$ cat config.mk
export PLATFORM = sky130hd
export DESIGN_NAME = pkt_ctrl_mc
export DESIGN_NICKNAME = d
export VERILOG_FILES = /design/src/rtl/pkt_ctrl_mc.sv
export SDC_FILE = /design/constraint.sdc
export NUM_CORES = 1
export LEC_CHECK = 0
export BUFFER_PORTS_ARGS = -buffer_cell sky130_fd_sc_hd__buf_2
export CORE_MARGIN = 5
export CORE_UTILIZATION = 58
export DETAILED_ROUTE_END_ITERATION = 10
export PLACE_DENSITY_LB_ADDON = 0.25
export SLEW_MARGIN = 20
export SYNTH_ARGS = -nofsm -noshare
export SYNTH_HDL_FRONTEND = slang
export SYNTH_SLANG_ARGS = --single-unit
$ cat constraint.sdc
create_clock -name clk -period 4.9 [get_ports clk]
set_input_delay 1.225 -clock clk [delete_from_list [all_inputs] [get_ports clk]]
set_output_delay 1.225 -clock clk [all_outputs]
set_load 0.05 [all_outputs]
$ cat src/rtl/pkt_ctrl_mc.sv
// pkt_ctrl_mc: launches up to NUM_CH reader/writer channel pairs from a single
// request, tracks per-channel read/write completion, returns to idle once all
// launched channels are finished (or the watchdog aborts the run), and keeps
// processing-cycle statistics for the host.
module pkt_ctrl_mc #(
  parameter int NUM_CH  = 2,
  parameter int CC_W    = 32,
  parameter int CNT_W   = 16,
  parameter int TIMEOUT = 65535
) (
  input  logic              clk,
  input  logic              reset,
  input  logic              new_request,
  input  logic [NUM_CH-1:0] ch_mask,
  input  logic [NUM_CH-1:0] rd_ctrl_rdy,
  input  logic [NUM_CH-1:0] wr_ctrl_rdy,
  input  logic              clr_stats,
  output logic [NUM_CH-1:0] rd_ctrl,
  output logic [NUM_CH-1:0] wr_ctrl,
  output logic [1:0]        state_out,
  output logic              busy,
  output logic              done,
  output logic              timeout,
  output logic [CC_W-1:0]   processing_cc,
  output logic [CC_W-1:0]   max_cc,
  output logic [CNT_W-1:0]  pkt_count
);

  typedef enum logic [1:0] {
    IDLE   = 2'd0,
    RUN    = 2'd1,
    DRAIN  = 2'd2,
    FINISH = 2'd3
  } state_t;

  localparam logic [CC_W-1:0]  CC_MAX  = '1;
  localparam logic [CNT_W-1:0] PKT_MAX = '1;
  localparam bit               WD_EN   = (TIMEOUT != 0);
  localparam logic [CC_W-1:0]  WD_LAST = CC_W'(TIMEOUT > 0 ? TIMEOUT - 1 : 0);

  state_t            state_q, state_d;
  logic [NUM_CH-1:0] act_mask_q, act_mask_d;
  logic [NUM_CH-1:0] rd_done_q, rd_done_d;
  logic [NUM_CH-1:0] wr_done_q, wr_done_d;
  logic [NUM_CH-1:0] rd_ctrl_q, rd_ctrl_d;
  logic [NUM_CH-1:0] wr_ctrl_q, wr_ctrl_d;
  logic [CC_W-1:0]   cc_ctr_q, cc_ctr_d;
  logic [CC_W-1:0]   processing_cc_q, processing_cc_d;
  logic [CC_W-1:0]   max_cc_q, max_cc_d;
  logic [CNT_W-1:0]  pkt_count_q, pkt_count_d;
  logic              timeout_q, timeout_d;

  logic [NUM_CH-1:0] rd_now, wr_now;
  logic              rd_all, wr_all, wd_fire;

  // Fold this cycle's readies into channel status; a write only counts once its read has completed
  always_comb begin
    rd_now  = rd_done_q | (rd_ctrl_rdy & act_mask_q);
    wr_now  = wr_done_q | (wr_ctrl_rdy & act_mask_q & rd_now);
    rd_all  = (rd_now == act_mask_q);
    wr_all  = (wr_now == act_mask_q);
    wd_fire = WD_EN && (cc_ctr_q == WD_LAST);
  end

  // Next-state and next-value logic for the controller FSM, counters and statistics
  always_comb begin
    state_d         = state_q;
    act_mask_d      = act_mask_q;
    rd_done_d       = rd_done_q;
    wr_done_d       = wr_done_q;
    rd_ctrl_d       = '0;
    wr_ctrl_d       = '0;
    cc_ctr_d        = cc_ctr_q;
    processing_cc_d = processing_cc_q;
    max_cc_d        = max_cc_q;
    pkt_count_d     = pkt_count_q;
    timeout_d       = timeout_q;

    case (state_q)
      IDLE: begin
        if (new_request && (ch_mask != '0)) begin
          state_d    = RUN;
          act_mask_d = ch_mask;
          rd_done_d  = '0;
          wr_done_d  = '0;
          timeout_d  = 1'b0;
          rd_ctrl_d  = ch_mask;
          wr_ctrl_d  = ch_mask;
        end
      end
      RUN, DRAIN: begin
        rd_done_d = rd_now;
        wr_done_d = wr_now;
        if (cc_ctr_q != CC_MAX) cc_ctr_d = cc_ctr_q + 1'b1;
        if (rd_all && wr_all) begin
          state_d = FINISH;
        end else if (wd_fire) begin
          state_d   = FINISH;
          timeout_d = 1'b1;
        end else if (rd_all) begin
          state_d = DRAIN;
        end
      end
      FINISH: begin
        state_d         = IDLE;
        processing_cc_d = cc_ctr_q;
        cc_ctr_d        = '0;
        if (cc_ctr_q > max_cc_q) max_cc_d = cc_ctr_q;
        if (!timeout_q && (pkt_count_q != PKT_MAX)) pkt_count_d = pkt_count_q + 1'b1;
      end
      default: state_d = IDLE;
    endcase

    if (clr_stats) begin
      max_cc_d    = '0;
      pkt_count_d = '0;
    end
  end

  // State and output registers, cleared asynchronously so a mid-run reset discards channel status
  always_ff @(posedge clk or posedge reset) begin
    if (reset) begin
      state_q         <= IDLE;
      act_mask_q      <= '0;
      rd_done_q       <= '0;
      wr_done_q       <= '0;
      rd_ctrl_q       <= '0;
      wr_ctrl_q       <= '0;
      cc_ctr_q        <= '0;
      processing_cc_q <= '0;
      max_cc_q        <= '0;
      pkt_count_q     <= '0;
      timeout_q       <= 1'b0;
    end else begin
      state_q         <= state_d;
      act_mask_q      <= act_mask_d;
      rd_done_q       <= rd_done_d;
      wr_done_q       <= wr_done_d;
      rd_ctrl_q       <= rd_ctrl_d;
      wr_ctrl_q       <= wr_ctrl_d;
      cc_ctr_q        <= cc_ctr_d;
      processing_cc_q <= processing_cc_d;
      max_cc_q        <= max_cc_d;
      pkt_count_q     <= pkt_count_d;
      timeout_q       <= timeout_d;
    end
  end

  assign state_out     = state_d;
  assign busy          = (state_q == RUN) || (state_q == DRAIN);
  assign done          = (state_q == IDLE) || (state_q == FINISH);
  assign rd_ctrl       = rd_ctrl_q;
  assign wr_ctrl       = wr_ctrl_q;
  assign timeout       = timeout_q;
  assign processing_cc = processing_cc_q;
  assign max_cc        = max_cc_q;
  assign pkt_count     = pkt_count_q;

endmodule

==> flow_summary.yaml <==
outcome:
  outcome: "complete, no violations"
sta:
  period_needed_ps: 4080
  finalHoldViolCount: 0
  rsz0062_at_grt: "false"
  slew_headroom_pct: 33.1
  tightestPinTransition_ps: 999
  setup_viol_count_final: 0
  fmax_mhz: 245
  timing.setup.tns_ps: 0
  slew_violations: 0
  fin_crit_sh_pct: 83.2
  clock_skew_ps: 10.4
detailed_routing:
  first_pass_iters: 4
  viasPerCell: 5.73
  wire_per_inst_um: 16.9
  antenna_left: 0
  drt_iter0_drc: 396
  vias: 5230
  wl_um: 15500
  drc: 0
finish:
  n_fill_cell: 825
  fin_nets: 804
  drive_above_1_share_pct: 23.8
  antennaDiodeCount: 0
  areaGrowthSynthToFinish_pct: 17.8
global_route:
  grt-ovfl-total: 0
  grt_max_degree: 68
  grt_pass1_vias: 5387
  track_usage_pct: 22.9
  grt_pass1_wl_um: 26300
  antenna_found_initial: 0
yosys:
  syn_inst: 670
  yosysWarnings: 0
  synth_cell_types: 58
  async_flop_share_pct: 100
  synth.ff_latch_count: 123
  synth_area_per_cell_sq_um: 10.2
  synth.net_count: 717
  synth_area_sq_um: 6820
  synthFlopType: "dfrtp_1"
  seq_area_frac_synth_pct: 45.1
  synth_edf_count: 0
critical_path:
  path_cells: "buf_2 > or2_2 > a21oi_1 > a211oi_1 > and4_1 > o31ai_1 > o21ai_0 > buf_2"
  worstSetupStartpointType: "input pin"
  cp_top_family: "compound AO/OA/AOI/OAI gates"
  cp-end-kind: "output port"
  worst_path_most_repeated_cell: "buf_2"
  crit_arrival_ps: 2850
  slowest_stage: "a211oi_1"
  path_class: "in -> out"
  worstPathRequired_ps: 3670
  worst-path-max-fanout: 4
  critPathMaxStageDelay_ps: 430
  worst-path-buf-inv: 2
clock_tree:
  path_clk_slew_ps: 50
  holdBufCountCts: 0
  clkLatencyLatePin_ps: 420
  clockBufferDepth: 2
  cts_made_buffers: 17
  cts_resized: 0
  cts_tree: "built"
  post-cts-setup-buffer-count: 0
  cts-root-buf: "clkbuf_16"
  cts.sinks: 123
  h-tree-depth: 4
power:
  powerDensity_nw_per_um2: 425
  vdd_drop_max_v: 0.000399
  power.total_uw: 3410
  p_leak_uw: 0.00390
job:
  drv_cap: 0
placement:
  dp_hpwl_um: 10600
  io_buffer_count: 98
  gp_congestion: 0.839
die:
  std_cell_rows: 39
  core_sq_um: 11500
  ios: 99
  initial_core_util_pct: 59.5
  die-area_sq_um: 14000
  die_h_um: 118
  die_width_um: 118
hold_path:
  min_path_type: "reg -> reg"
layout by cell type (no fill, tap or decap), drive strengths merged, types with 17 or more instances in the layout:
master	Yosys	final
dfrtp	123	123
buf	9	102
nand2b	65	65
nor2	61	61
inv	42	42
ha	37	37
mux2i	33	33
mux2	32	32
xor2	31	31
nand3	30	30
nand2	29	29
nand4	21	21
a21oi	20	20
clkbuf	25	19
and3	17	17
logic make-up after synthesis:
family,count (synthesis),synth area share [%]
AOI/OAI and AO/OA,61,6.18
xor gates and xnor gates,42,5.39
adders and majority gates,37,6.79
buffers and inverters,76,4.38
DFF,123,45.1
muxes,65,10.1
and+or+nand+nor,266,22.0
cell type report:
cell class / instances / area [sq um] / area share (%)
multi-input combinational: 471 / 3450 / 42.9
inverter: 42 / 160 / 1.99
clock inverter: 13 / 198 / 2.46
timing repair buffer: 102 / 533 / 6.63
sequential: 123 / 3080 / 38.3
tap: 143 / 179 / 2.23
clock buffer: 19 / 443 / 5.51
Yosys cell counts, types with 3 or more instances:
| cell | instances | area (sq um) |
|---|---|---|
| dfrtp_1 | 123 | 3080 |
| nand2b_1 | 65 | 407 |
| nor2_1 | 61 | 229 |
| inv_1 | 42 | 158 |
| ha_1 | 37 | 463 |
| mux2i_1 | 33 | 330 |
| mux2_2 | 32 | 360 |
| xor2_1 | 31 | 272 |
| nand3_1 | 30 | 150 |
| nand2_1 | 29 | 109 |
| clkbuf_1 | 25 | 93.8 |
| nand4_1 | 21 | 131 |
| a21oi_1 | 20 | 100 |
| and3_1 | 17 | 106 |
| xnor2_1 | 11 | 96.3 |
| o21ai_0 | 7 | 35.0 |
| nor4_1 | 6 | 37.5 |
| a31oi_1 | 5 | 31.3 |
| and4_1 | 5 | 43.8 |
| buf_2 | 5 | 25.0 |
| nor3_1 | 4 | 20.0 |
| nor4b_2 | 4 | 60.1 |
| a21o_1 | 3 | 22.5 |
| and2_1 | 3 | 18.8 |
| nor4b_1 | 3 | 26.3 |
| or2_2 | 3 | 18.8 |
per-stage QoR:
step / util [%] / hold WS [ps] / cells / instance area [sq um] / setup WS [ps]
4_1_cts: 70.1 / 503 / 913 / 8040 / 889
6_report: 70.1 / 497 / 913 / 8040 / 821
3_3_place_gp: 64.5 / 484 / 881 / 7400 / 995
5_1_grt: 70.1 / 515 / 913 / 8040 / 759
3_5_place_dp: 64.5 / 491 / 881 / 7400 / 909
2_1_floorplan: - / 493 / 670 / 6820 / 404
report_power, final:
part | switching, uW | internal (uW)
clock | 451 | 909
combinational | 609 | 274
sequential | 79.8 | 1090
total | 1140 | 2270
metal layers:
layer	up-vias	wire, um	global-route usage (%)
li1	2493	-	-
met1	2578	6600	28.2
met2	134	7640	37.8
met3	25	939	7.35
met4	0	274	8.36
met5	-	0	0
state kept, by name, summed over array words and instances (netlist names):
name,flops
cc_ctr_q,32
max_cc,32
processing_cc,32
pkt_count,16
act_mask_q,2
rd_done_q,2
state_q,2
wr_ctrl,2
wr_done_q,2
timeout,1
worst paths after layout:
path	depth (start not counted)	from	slack (ps)	endpoint
min	1	processing_cc[12]	500	processing_cc[12]
max	8	rd_ctrl_rdy[1]	820	state_out[0]
max reg2reg	8	cc_ctr_q[31]	1640	max_cc[24]
max in group asynchronous	3	reset	3170	cc_ctr_q[17]
min in group asynchronous	2	reset	920	pkt_count[5]
min reg2reg	1	processing_cc[12]	500	processing_cc[12]
worst reg2reg max path: stages (launching register included):
cell and delay, ps:
dfrtp_1 500, ha_1 390, nand4_1 170, or3_1 390
o22ai_1 200, o311ai_0 150, o21ba_2 650, buf_4 460
mux2i_1 270
No activity file was read; power rests on OpenSTA's default activity.
